--- config.mk ---
export PLATFORM = sky130hd
export DESIGN_NAME = commutation_ctrl
export DESIGN_NICKNAME = d
export VERILOG_FILES = /design/src/rtl/ebike_pkg.sv /design/src/rtl/hall_filter.sv /design/src/rtl/commutation_ctrl.sv
export SDC_FILE = /design/constraint.sdc
export NUM_CORES = 1
export LEC_CHECK = 0
export BUFFER_PORTS_ARGS = -buffer_cell sky130_fd_sc_hd__buf_4
export CAP_MARGIN = 25
export CORE_UTILIZATION = 58
export DETAILED_ROUTE_END_ITERATION = 8
export PLACE_DENSITY = 0.87
export SYNTH_ARGS = -nofsm -noshare
export SYNTH_HDL_FRONTEND = slang
export SYNTH_SLANG_ARGS = --single-unit
--- constraint.sdc ---
create_clock -name clk -period 2.1 [get_ports clk]
set_input_delay 0.21 -clock clk [delete_from_list [all_inputs] [get_ports clk]]
set_output_delay 0.21 -clock clk [all_outputs]
set_load 0.05 [all_outputs]
--- src/rtl/ebike_pkg.sv ---
// Shared types and helpers for the e-bike motor drive: controller states,
// phase identifiers and the six-step hall commutation table.
package ebike_pkg;

    typedef enum logic [1:0] {IDLE, RUN, BRAKE, FAULT} comm_state_t;
    typedef enum logic [1:0] {PH_U, PH_V, PH_W} phase_t;

    localparam logic [2:0] HALL_ILL0 = 3'b000;
    localparam logic [2:0] HALL_ILL1 = 3'b111;

    typedef struct packed {
        phase_t hi;
        phase_t lo;
    } comm_pair_t;

    function automatic logic hall_legal(input logic [2:0] code);
        return (code != HALL_ILL0) && (code != HALL_ILL1);
    endfunction

    // Forward-rotation table; the caller swaps roles for reverse.
    function automatic comm_pair_t comm_lookup(input logic [2:0] code);
        comm_pair_t p;
        p.hi = PH_U;
        p.lo = PH_U;
        case (code)
            3'b101:  begin p.hi = PH_U; p.lo = PH_V; end
            3'b100:  begin p.hi = PH_U; p.lo = PH_W; end
            3'b110:  begin p.hi = PH_V; p.lo = PH_W; end
            3'b010:  begin p.hi = PH_V; p.lo = PH_U; end
            3'b011:  begin p.hi = PH_W; p.lo = PH_U; end
            3'b001:  begin p.hi = PH_W; p.lo = PH_V; end
            default: begin p.hi = PH_U; p.lo = PH_U; end
        endcase
        return p;
    endfunction

endpackage

--- src/rtl/hall_filter.sv ---
// Hall sensor front end: two-flop synchronizer followed by a debounce that only
// accepts a new code after HALL_FILT consecutive identical synced samples.
module hall_filter
    import ebike_pkg::*;
#(
    parameter int HALL_FILT = 4
) (
    input  logic       clk,
    input  logic       rst_n,
    input  logic [2:0] hall,
    output logic [2:0] hall_q,
    output logic       hall_chg,
    output logic       hall_vld
);

    localparam int CW = $clog2(HALL_FILT + 1);

    logic [2:0]    sync1_q, sync2_q, prev_q, code_q;
    logic [2:0]    code_d;
    logic [CW-1:0] stab_q, stab_d;
    logic          chg_q, chg_d, vld_q, vld_d, accept;

    // stab counts how many consecutive cycles the synced code has held, itself included
    always_comb begin
        stab_d = CW'(1);
        if (sync2_q == prev_q) begin
            stab_d = (stab_q == CW'(HALL_FILT)) ? stab_q : stab_q + CW'(1);
        end
        accept = (stab_d == CW'(HALL_FILT)) && (sync2_q != code_q);
        code_d = accept ? sync2_q : code_q;
        chg_d  = accept;
        vld_d  = vld_q | accept;
    end

    always_ff @(posedge clk or negedge rst_n) begin
        if (!rst_n) begin
            sync1_q <= 3'b000;
            sync2_q <= 3'b000;
            prev_q  <= 3'b000;
            stab_q  <= '0;
            code_q  <= 3'b000;
            chg_q   <= 1'b0;
            vld_q   <= 1'b0;
        end else begin
            sync1_q <= hall;
            sync2_q <= sync1_q;
            prev_q  <= sync2_q;
            stab_q  <= stab_d;
            code_q  <= code_d;
            chg_q   <= chg_d;
            vld_q   <= vld_d;
        end
    end

    assign hall_q   = code_q;
    assign hall_chg = chg_q;
    assign hall_vld = vld_q;

endmodule

--- src/rtl/commutation_ctrl.sv ---
// Six-step BLDC commutation sequencer: PWM carrier, run/brake/fault mode machine
// and registered gate requests for phases U, V, W (dead time is added downstream).
module commutation_ctrl
    import ebike_pkg::*;
#(
    parameter int PWM_W     = 11,
    parameter int HALL_FILT = 4
) (
    input  logic             clk,
    input  logic             rst_n,
    input  logic [2:0]       hall,
    input  logic [PWM_W-1:0] duty,
    input  logic             drv_en,
    input  logic             brake_n,
    input  logic             dir,
    output logic             highU,
    output logic             lowU,
    output logic             highV,
    output logic             lowV,
    output logic             highW,
    output logic             lowW,
    output logic             pwm_sync,
    output logic             comm_evt,
    output logic             hall_fault
);

    localparam logic [PWM_W-1:0] CNT_MAX = '1;

    logic [2:0]       hall_q;
    logic             hall_chg, hall_vld;
    logic [PWM_W-1:0] cnt_q, cnt_d, duty_q, duty_d;
    comm_state_t      state_q, state_d;
    logic             dir_q, dir_d;
    logic [2:0]       high_q, high_d, low_q, low_d;
    logic             pwm_sync_q, pwm_sync_d, comm_evt_q, comm_evt_d, fault_q, fault_d;
    logic             pwm_on, fault_cond;
    comm_pair_t       pair;
    logic [2:0]       hi_raw, lo_raw, hi_sel, lo_sel;

    hall_filter #(.HALL_FILT(HALL_FILT)) u_hall (
        .clk      (clk),
        .rst_n    (rst_n),
        .hall     (hall),
        .hall_q   (hall_q),
        .hall_chg (hall_chg),
        .hall_vld (hall_vld)
    );

    // duty is only sampled on the wrap cycle so a period never sees a torn compare value
    always_comb begin
        cnt_d      = cnt_q + PWM_W'(1);
        duty_d     = (cnt_q == CNT_MAX) ? duty : duty_q;
        pwm_on     = (cnt_q < duty_q);
        pwm_sync_d = (cnt_d == CNT_MAX);
    end

    always_comb begin
        fault_cond = hall_vld && !hall_legal(hall_q);
        state_d    = state_q;
        if (fault_cond) begin
            state_d = FAULT;
        end else if (state_q == FAULT) begin
            if (!drv_en) state_d = IDLE;
        end else if (!brake_n) begin
            state_d = BRAKE;
        end else begin
            case (state_q)
                IDLE:    if (drv_en && hall_vld && hall_legal(hall_q)) state_d = RUN;
                RUN:     if (!drv_en) state_d = IDLE;
                BRAKE:   state_d = IDLE;
                default: state_d = state_q;
            endcase
        end

        dir_d = (state_q != RUN && state_d == RUN) ? dir : dir_q;

        // Gate requests follow the next state so every change lands one clock later
        pair   = comm_lookup(hall_q);
        hi_raw = 3'b001 << pair.hi;
        lo_raw = 3'b001 << pair.lo;
        hi_sel = dir_d ? lo_raw : hi_raw;
        lo_sel = dir_d ? hi_raw : lo_raw;
        high_d = 3'b000;
        low_d  = 3'b000;
        if (state_d == RUN && hall_legal(hall_q)) begin
            high_d = hi_sel & {3{pwm_on}};
            low_d  = (hi_sel & {3{~pwm_on}}) | lo_sel;
        end else if (state_d == BRAKE) begin
            low_d  = 3'b111;
        end

        comm_evt_d = hall_chg && (state_q == RUN) && (state_d == RUN);
        fault_d    = (state_d == FAULT);
    end

    always_ff @(posedge clk or negedge rst_n) begin
        if (!rst_n) begin
            cnt_q      <= '0;
            duty_q     <= '0;
            state_q    <= IDLE;
            dir_q      <= 1'b0;
            high_q     <= 3'b000;
            low_q      <= 3'b000;
            pwm_sync_q <= 1'b0;
            comm_evt_q <= 1'b0;
            fault_q    <= 1'b0;
        end else begin
            cnt_q      <= cnt_d;
            duty_q     <= duty_d;
            state_q    <= state_d;
            dir_q      <= dir_d;
            high_q     <= high_d;
            low_q      <= low_d;
            pwm_sync_q <= pwm_sync_d;
            comm_evt_q <= comm_evt_d;
            fault_q    <= fault_d;
        end
    end

    assign highU      = high_q[0];
    assign lowU       = low_q[0];
    assign highV      = high_q[1];
    assign lowV       = low_q[1];
    assign highW      = high_q[2];
    assign lowW       = low_q[2];
    assign pwm_sync   = pwm_sync_q;
    assign comm_evt   = comm_evt_q;
    assign hall_fault = fault_q;

endmodule

==> out/results.ini <==
[power_and_ir_drop]
leakagePower_nw=1.41
power_w=0.00209
comb_power_share_pct=16.6
pwr-share-seq_pct=52.1
power_density_nw_per_um2=722
p_switching_w=0.000565
switching_share_pct=27.0
p_int_w=0.00153
peakVddDrop_v=0.000434
power_frac_clock_pct=31.3

[floorplan]
fp.dieH_um=67.2
die_area_um2=4510
start_util_pct=61.2
chipWidth_um=67.2
core_area_um2=4030
io_pins=28
std_cell_rows=23

[timing]
fmax_mhz=497
relSlewSlack_pct=59.7
finalCritPeriodShare_pct=95.8
rsz0062_at_grt=yes
setup_slack_ps=87.9
worst_pin_slew_ps=604
period_minus_slack_ps=2010
finalSetupViolations=0
drv_slew=0
fin_skew_ps=9.41
hold_violations=0

[setup_path]
endpoint_kind=flip-flop
r2r_cells=6
cp_slowest_cell=dfrtp_1
regToRegEndpoint=high_q[0]$_DFF_PN0_
critPathArrivalTime_ps=2230
critPathMaxFanout=3
cp_common_cell=a211oi_2
crit_end=high_q[0]$_DFF_PN0_
crit_path_start=cnt_q[8]$_DFF_PN0_
critPathKind=flip-flop to flip-flop
crit_path_start_kind=flip-flop
timing.rr.start=cnt_q[8]$_DFF_PN0_
crit_required_ps=2320
worst_path_largest_cell_delay_ps=400
crit_chain=ha_1 > a2111oi_2 > o21ai_0 > a211oi_2 > o21ai_1 > a211oi_2
rrSetupSlack_ps=90

[drt]
drtIter0Drc=84
vias=1656
drcViolationCount=0
ant_nets=0
first_pass_iters=4
routed_wl_mm=4.21
routedWlPerCell_um=13.9
via_per_inst=5.47

[yosys]
synth_nets=248
ys.warnings.count=0
yosysSeqAreaShare_pct=51.8
synth_cell_types=42
synth_edf_count=0
syn_inst=215
synthArstFlopShare_pct=100
ys.flop_type=dfrtp_1
synth_area_per_cell_um2=11.5
synthesis.area_um2=2460
ys_ff_latch=51

[finish]
drive_gt1_share_pct=26.1
nets=286
stdcell_area_um2=2900
most-common-layout-cells=51 x dfrtp_1, 31 x buf_4, 18 x inv_1, 17 x nand2_1, 14 x ha_1
stdcell_count=303
antenna_cells=0
final_common_cell=dfrtp_1
area_growth_syn_to_layout_pct=17.6

[clock_tree]
max-clock-path-buffers=2
cts.sinks=51
clockRootBuffer=clkbuf_8
htreeDepth=2
cts_tree=yes
post_cts_buffers=0
cts_buffers=5
clk_latency_ps=300
cts.clk_slew.worst_paths_ps=90

[place]
place_ws_ps=-38.3
io_buffers=27
dpl_cell_area_um2=2740
dp_hpwl_mm=3.03
dp.cells=292
place.gp.congestion=0.858

[outcome]
status=finished, final reports clean

[global_routing]
grt_overflow_total=0
grt_util_all_layers_pct=21.3
grt_pass1_vias=1656
grt_max_degree=52
grt_pass1_wl_mm=6.96
antenna_found_initial=0

[hold_path]
hold_class=primary input to flip-flop

[flow_run]
cap_violations=0

-- state kept, by name, summed over array words and instances, names as in the netlist --
name,flops
pwm_sync,1
u_hall.prev_q,3
u_hall.hall_chg,1
duty_q,11
dir_q,1
low_q,3
high_q,3
comm_evt,1
u_hall.sync2_q,3
u_hall.hall_vld,1
hall_fault,1
u_hall.stab_q,3
state_q,2
u_hall.sync1_q,3
cnt_q,11
u_hall.hall_q,3
-- cell families (layout without fill, tap and decap cells) --
logic type      Yosys count  count (layout)  synth area share [%]
simple gates             63              63                  14.0
flops                    51              51                  51.8
compound gates           27              27                  7.11
buf+inv                  24              62                  4.67
xor+xnor                 18              18                  6.40
mux                      18              18                  8.98
fa+ha+maj                14              14                  7.11
-- worst max-delay path, delay by kind of cell, from the launching register on --
kind                     cells  cell delay (ps)
flip-flops                   1              400
adder cells (fa/ha/maj)      1              330
AO/OA/AOI/OAI                5             1200
-- through the flow --
step	TNS (ps)	hold slack [ps]	utilization, %
finish	0	140	72.0
global route	-23.7	132	72.0
CTS	0	131	71.7
detailed placement	-38.3	269	67.9
global placement	0	261	67.9
floorplan	0	-85.6	-
-- area by class of cell --
class	instances	area, um2
well taps	50	62.6
clock buffers	5	68.8
fillers	299	1130
repair buffers	36	293
multi-input cells	140	1090
clock inverters	2	37.5
flip-flops and latches	51	1280
inverters	19	71.3
-- repair_timing --
item	4_1_cts	5_1_grt
endpoints found under the setup margin	1	6
pin swaps	0	1
hold buffers	4	0
endpoints found under the hold margin	54	0
resized for setup	1	3
-- synth_stat cells (all sizes together), types with 4 or more instances --
cell | count | area share (%)
nand3 | 8 | 1.6
dfrtp | 51 | 52
xor2 | 10 | 3.6
nor2b | 4 | 1.0
a21oi | 7 | 1.4
o21ai | 7 | 1.4
buf | 5 | 1.8
xnor2 | 8 | 2.8
mux2 | 14 | 6.9
mux2i | 4 | 2.1
a211oi | 4 | 1.2
ha | 14 | 7.1
nor2 | 11 | 1.7
nand2 | 17 | 2.6
inv | 19 | 2.9
-- power by group through the flow --
stage,Combinational (W),Sequential (W),Clock (W)
2_1_floorplan,0.000171,0.00116,0
3_3_place_gp,0.000329,0.00110,0
3_5_place_dp,0.000339,0.00111,0
4_1_cts,0.000348,0.00109,0.000674
5_1_grt,0.000382,0.00110,0.000712
6_report,0.000347,0.00109,0.000655
-- metal layers --
layer	share of wire, %	routed length, um	GRT usage (%)	vias up
met5	0	0	0	-
met4	2.5	104	11.2	0
met3	4.2	177	5.74	10
met2	53	2240	38.6	37
met1	40	1680	22.2	799
li1	-	-	-	810
-- how the worst min path moves through the flow --
stage	cells after the start	endpoint	from
final	2	duty_q[2]$_DFFE_PN0N_	duty[2]
after global placement	1	u_hall.stab_q[2]$_DFF_PN0_	rst_n
after global routing	2	duty_q[9]$_DFFE_PN0N_	duty[9]
after CTS	2	duty_q[2]$_DFFE_PN0N_	duty[2]
after floorplan	0	cnt_q[0]$_DFF_PN0_	rst_n
after detailed placement	1	comm_evt$_DFF_PN0_	rst_n
No activity file was read; power rests on OpenSTA's default activity.
